## src/rtl/main_store_param_if.sv

```systemverilog
// main_store_param_if: request/response bundle for the parametrised main store.
//   master: drives read, write, address, data_i and clear. Receives data_o, valid, err and busy.
//   slave : the store itself, with the directions reversed.
// clk and rst are plain ports on the store and are not part of this bundle.
interface main_store_param_if #(
    parameter int DATA_W = 8,
    parameter int ADDR_W = 5
);
    logic              read;
    logic              write;
    logic [ADDR_W-1:0] address;
    logic [DATA_W-1:0] data_i;
    logic              clear;
    logic [DATA_W-1:0] data_o;
    logic              valid;
    logic              err;
    logic              busy;

    modport master (
        output read, write, address, data_i, clear,
        input  data_o, valid, err, busy
    );

    modport slave (
        input  read, write, address, data_i, clear,
        output data_o, valid, err, busy
    );
endinterface

```

## src/rtl/main_store_param.sv

```systemverilog
// main_store_param: DATA_W x DEPTH word store.
//   - The store has a synchronous write.
//   - Reads are registered and take one cycle. The valid strobe marks each read result.
//   - The err strobe flags an out-of-range read.
//   - A clear sequencer zeroes one word per cycle.
// Ports:
//   clk : the single clock.
//   rst : asynchronous, active-high reset. It zeroes the array and all outputs.
//   bus : main_store_param_if.slave.
//     - Inputs: read, write, address, data_i, clear.
//     - Outputs: data_o, valid, err, busy.
// Build option: define MAIN_STORE_BYPASS_EN so that a same-cycle read and write
// forwards data_i to the read. Without it, the read returns the old word.
module main_store_param #(
    parameter int DATA_W = 8,
    parameter int ADDR_W = 5,
    parameter int DEPTH  = 32
) (
    input  logic                 clk,
    input  logic                 rst,
    main_store_param_if.slave    bus
);
    // One extra bit so DEPTH = 2**ADDR_W is representable without wrapping.
    localparam int CNT_W = ADDR_W + 1;
    localparam logic [CNT_W-1:0] DEPTH_C = CNT_W'(DEPTH);
    localparam logic [CNT_W-1:0] LAST_C  = CNT_W'(DEPTH - 1);

    typedef enum logic {
        IDLE  = 1'b0,
        CLEAR = 1'b1
    } state_t;

    state_t             state_q, state_d;
    logic [CNT_W-1:0]   cnt_q, cnt_d;
    logic [DATA_W-1:0]  mem_q [DEPTH];
    logic [DATA_W-1:0]  mem_d [DEPTH];
    logic [DATA_W-1:0]  data_o_q, data_o_d;
    logic               valid_q, valid_d;
    logic               err_q, err_d;
    logic               addr_ok;

    // Unsigned compare of the zero-extended address against the depth.
    assign addr_ok = ({1'b0, bus.address} < DEPTH_C);

    always_comb begin
        state_d  = state_q;
        cnt_d    = cnt_q;
        mem_d    = mem_q;
        data_o_d = data_o_q;
        valid_d  = 1'b0;
        err_d    = 1'b0;

        case (state_q)
            IDLE: begin
                if (bus.clear) begin
                    // clear wins. A read or write in this same cycle is dropped.
                    state_d = CLEAR;
                    cnt_d   = '0;
                end else begin
                    if (bus.read) begin
                        valid_d = 1'b1;
                        if (addr_ok) begin
`ifdef MAIN_STORE_BYPASS_EN
                            // Read and write share one address, so write=1 means a collision.
                            data_o_d = bus.write ? bus.data_i : mem_q[bus.address];
`else
                            data_o_d = mem_q[bus.address];
`endif
                        end else begin
                            data_o_d = '0;
                            err_d    = 1'b1;
                        end
                    end
                    if (bus.write && addr_ok) begin
                        mem_d[bus.address] = bus.data_i;
                    end
                end
            end

            CLEAR: begin
                mem_d[cnt_q[ADDR_W-1:0]] = '0;
                if (cnt_q == LAST_C) begin
                    state_d = IDLE;
                    cnt_d   = '0;
                end else begin
                    cnt_d = cnt_q + 1'b1;
                end
            end

            default: begin
                state_d = IDLE;
                cnt_d   = '0;
            end
        endcase
    end

    always_ff @(posedge clk or posedge rst) begin
        if (rst) begin
            state_q  <= IDLE;
            cnt_q    <= '0;
            data_o_q <= '0;
            valid_q  <= 1'b0;
            err_q    <= 1'b0;
            for (int i = 0; i < DEPTH; i++) begin
                mem_q[i] <= '0;
            end
        end else begin
            state_q  <= state_d;
            cnt_q    <= cnt_d;
            data_o_q <= data_o_d;
            valid_q  <= valid_d;
            err_q    <= err_d;
            for (int i = 0; i < DEPTH; i++) begin
                mem_q[i] <= mem_d[i];
            end
        end
    end

    assign bus.data_o = data_o_q;
    assign bus.valid  = valid_q;
    assign bus.err    = err_q;
    assign bus.busy   = (state_q == CLEAR);
endmodule

```

## src/flat_wrapper.sv

```systemverilog
// flat-port wrapper written by rule: the top's interface ports become plain ports
module main_store_param_flat 
#(
    parameter int DATA_W = 8,
    parameter int ADDR_W = 5,
    parameter int DEPTH  = 32
)
  (clk, rst, bus_read, bus_write, bus_address, bus_data_i, bus_clear, bus_data_o, bus_valid, bus_err, bus_busy);
  main_store_param_if #(.DATA_W(DATA_W), .ADDR_W(ADDR_W)) bus_i ();
  input  logic clk;
  input  logic rst;
  input wire logic [$bits(bus_i.read)-1:0] bus_read;
  input wire logic [$bits(bus_i.write)-1:0] bus_write;
  input wire logic [$bits(bus_i.address)-1:0] bus_address;
  input wire logic [$bits(bus_i.data_i)-1:0] bus_data_i;
  input wire logic [$bits(bus_i.clear)-1:0] bus_clear;
  output wire logic [$bits(bus_i.data_o)-1:0] bus_data_o;
  output wire logic [$bits(bus_i.valid)-1:0] bus_valid;
  output wire logic [$bits(bus_i.err)-1:0] bus_err;
  output wire logic [$bits(bus_i.busy)-1:0] bus_busy;
  assign bus_i.read = bus_read;
  assign bus_i.write = bus_write;
  assign bus_i.address = bus_address;
  assign bus_i.data_i = bus_data_i;
  assign bus_i.clear = bus_clear;
  assign bus_data_o = bus_i.data_o;
  assign bus_valid = bus_i.valid;
  assign bus_err = bus_i.err;
  assign bus_busy = bus_i.busy;
  main_store_param #(.DATA_W(DATA_W), .ADDR_W(ADDR_W), .DEPTH(DEPTH)) u_core (.clk(clk), .rst(rst), .bus(bus_i));
endmodule
```

## config.mk

```make
export PLATFORM = sky130hd
export DESIGN_NAME = main_store_param_flat
export DESIGN_NICKNAME = d
export VERILOG_FILES = /design/src/rtl/main_store_param_if.sv /design/src/rtl/main_store_param.sv /design/src/flat_wrapper.sv
export SDC_FILE = /design/constraint.sdc
export NUM_CORES = 1
export LEC_CHECK = 0
export ABC_AREA = 0
export CAP_MARGIN = 10
export CORE_UTILIZATION = 60
export CTS_CLUSTER_DIAMETER = 50
export CTS_CLUSTER_SIZE = 20
export DETAILED_ROUTE_END_ITERATION = 10
export GPL_TIMING_DRIVEN = 0
export PLACE_DENSITY = 0.78
export SYNTH_ARGS = -nofsm -noshare
export SYNTH_HDL_FRONTEND = slang
export SYNTH_SLANG_ARGS = --single-unit
```

## constraint.sdc

```tcl
create_clock -name clk -period 10.9 [get_ports clk]
set_input_delay 1.635 -clock clk [delete_from_list [all_inputs] [get_ports clk]]
set_output_delay 1.635 -clock clk [all_outputs]
set_load 0.005 [all_outputs]
```

==> qor.yml <==
drt:
  via_per_inst: 7.48
  drtIter0Drc: 1167
  wire_per_inst_um: 30.1
  vias: 9363
  ant_nets: 0
  drc: 0
  firstDrtPassIters: 5
  wl_um: 37700
place:
  io_buffers: 26
  place_inst: 1202
  dp_hpwl_um: 25000
  post-place-ws_ns: 6.29
  place_congestion: 1.01
timing:
  hold_viol: 0
  relSlewSlack_pct: 25.9
  clock_skew_ns: 0.0152
  setup_viol: 0
  fmax_mhz: 240
  whs_ns: 0.491
  setup_ws_ns: 6.73
  slew_violations: 0
  worst_pin_slew_ns: 1.11
  rsz0062_at_grt: "no"
  post-route-min-period_ns: 4.17
  min_period_over_period_pct: 38.3
logic_synthesis:
  synth_cells: 904
  ys_seq_elements: 272
  synth_seq_area_share_pct: 54.6
  async_flop_share_pct: 100
  syn_nets: 926
  synthFlopType: "dfrtp_1"
  yosys_warnings: 0
  avgSynthCellArea_um2: 13.8
  synth-edff-count: 0
  synth_area_mm2: 0.0125
  synth.distinct_cells: 55
floorplanning:
  ioPinCount: 29
  core_area_mm2: 0.0203
  rows: 52
  fp.dieW_um: 146
  chipHeight_um: 146
  start_util_pct: 61.4
  die_area_mm2: 0.0214
grt:
  grt_max_degree: 99
  grt_pass1_vias: 9258
  grt_pass1_wl_um: 57400
  antenna_found_initial: 1
  grt-ovfl-total: 0
  track_usage_pct: 36.1
cells_and_area:
  nets: 983
  n_fill_cell: 1417
  stdcell_count: 1252
  drive_above_1_share_pct: 18.2
  synthToLayoutAreaGrowth_pct: 12.9
  regArea_mm2: 0.00681
  multiInputGateArea_mm2: 0.00530
clocking:
  numCtsBuffers: 27
  cts_resized: 0
  cts_buffer_depth: 3
  postCtsHoldBufs: 0
  cts_setup_buffers: 0
  htreeDepth: 1
  cts.clk_slew.worst_paths_ns: 0.07
  cts_root_buf: "clkbuf_16"
  clk_latency_ns: 0.55
  clock_sinks: 272
  cts_tree: "yes"
run_status:
  outcome: "completed"
setup_path:
  rrSetupSlack_ns: 8.12
  cp.arrival_ns: 4.57
  critPathMaxFanout: 10
  start_kind: "input port"
  setup.worst_path.end_class: "flop"
  critical_path_class: "in2reg"
  cp.required_ns: 11.30
power:
  power_mw: 2.49
  power_per_cell_area_mw_per_mm2: 177
  ir_worst_vdd_uv: 132
  p_leak_nw: 6.38
worst_hold_path:
  hold_class: "reg2reg"
flow_run:
  maxCapViolCount: 0
-- kinds of logic (layout without fill, tap and decap cells) --
| group | Yosys count | in the layout | share of synthesized area, % |
|---|---|---|---|
| AO/OA/AOI/OAI | 347 | 347 | 22.8 |
| flip-flops | 272 | 272 | 54.6 |
| AND/OR/NAND/NOR | 114 | 114 | 7.68 |
| multiplexers | 85 | 85 | 11.4 |
| buffers and inverters | 79 | 156 | 2.96 |
| adder cells (fa/ha/maj) | 4 | 4 | 0.401 |
| XOR/XNOR | 2 | 2 | 0.140 |
| other | 1 | 2 | 0.0301 |
-- state kept, by name, summed over array words and instances, names as in the netlist --
register           cells
u_core.mem_q         256
u_core.bus.data_o      8
u_core.cnt_q           6
u_core.bus.busy        1
u_core.bus.valid       1
-- cell usage in the layout (no fill, tap or decap), drive strengths merged, types with 4 or more instances in the layout --
cell           netlist  routed
ha                   4       4
and3b                5       5
nor4                 7       7
clkdlybuf4s50        0      26
nor2                12      12
a31oi                9       9
clkbuf              39      68
clkinv               0       5
a22o               267     267
nor3b                4       4
a22oi                7       7
nand3                4       4
o22ai               16      16
nand2                7       7
dfrtp              272     272
inv                  8      17
mux4                45      45
buf                 32      34
mux2i               36      36
and3                 4       4
mux2                 4       4
nor4b                4       4
and2                 6       6
a21oi               36      36
nor3                37      37
o21ai                6       6
-- worst max-delay path, cell delays in order --
cell	delay (ns)
clkdlybuf4s50_1	0.65
buf_4	0.32
buf_2	0.41
buf_2	0.46
mux2i_1	0.26
o22ai_1	0.15
nor4_1	0.49
a31oi_1	0.18
-- stage by stage --
step                setup TNS, ns  instance area [µm²]  util (%)
detailed placement              0                13100      64.7
finish                          0                14100      69.3
global route                    0                14100      69.3
global placement          -347.49                13100      64.4
CTS                             0                14100      69.3
floorplan                       0                12500         -
-- synthesized netlist by cell type (5+ instances only) --
cell type / instances / area, µm²
a22oi_1: 7 / 52.6
buf_2: 23 / 115
dfrtp_1: 272 / 6810
and3b_1: 5 / 43.8
mux2i_1: 36 / 360
and2_1: 6 / 37.5
nor3_1: 5 / 25.0
nand2_1: 7 / 26.3
a22o_1: 267 / 2340
buf_4: 5 / 37.5
a21oi_2: 10 / 87.6
clkbuf_1: 38 / 143
a21oi_1: 26 / 130
o22ai_1: 16 / 100
nor4_1: 7 / 43.8
o21ai_0: 6 / 30.0
nor3_2: 14 / 140
nor2_1: 12 / 45.0
mux4_2: 45 / 1010
nor3_4: 18 / 293
inv_1: 7 / 26.3
a31oi_1: 9 / 56.3
-- power breakdown --
| group | internal, mW | total (mW) | switching (mW) |
|---|---|---|---|
| clock network | 0.551 | 0.995 | 0.445 |
| registers | 1.06 | 1.10 | 0.0433 |
| logic | 0.132 | 0.397 | 0.265 |
-- routing by layer --
metal	up-vias	wire length (µm)	track usage (%)	share of wire, %
li1	3758	-	-	-
met1	4775	15200	53.2	40
met2	695	16100	50.6	43
met3	133	4530	8.59	12
met4	2	1960	17.4	5.2
met5	-	12	0	0.032
-- worst paths after layout --
check                           cells after the start             start                   end
worst max-delay path                                8    bus_address[1]  u_core.bus.data_o[5]
worst min-delay path                                1  u_core.mem_q[77]      u_core.mem_q[77]
worst max register to register                      7   u_core.bus.busy  u_core.bus.data_o[7]
worst min register to register                      1  u_core.mem_q[77]      u_core.mem_q[77]
max in group asynchronous                           3               rst     u_core.mem_q[211]
min in group asynchronous                           2               rst     u_core.mem_q[121]
-- cell type report --
type	count	area share, %
inverter	8	0.267
multi-input combinational	553	37.6
tap	270	2.40
clock buffer	29	4.92
buffer	71	2.41
timing repair buffer	28	2.24
sequential	272	48.4
clock inverter	20	1.76
antenna	1	0.0178
Note: power is estimated with default switching activity, not from simulation.
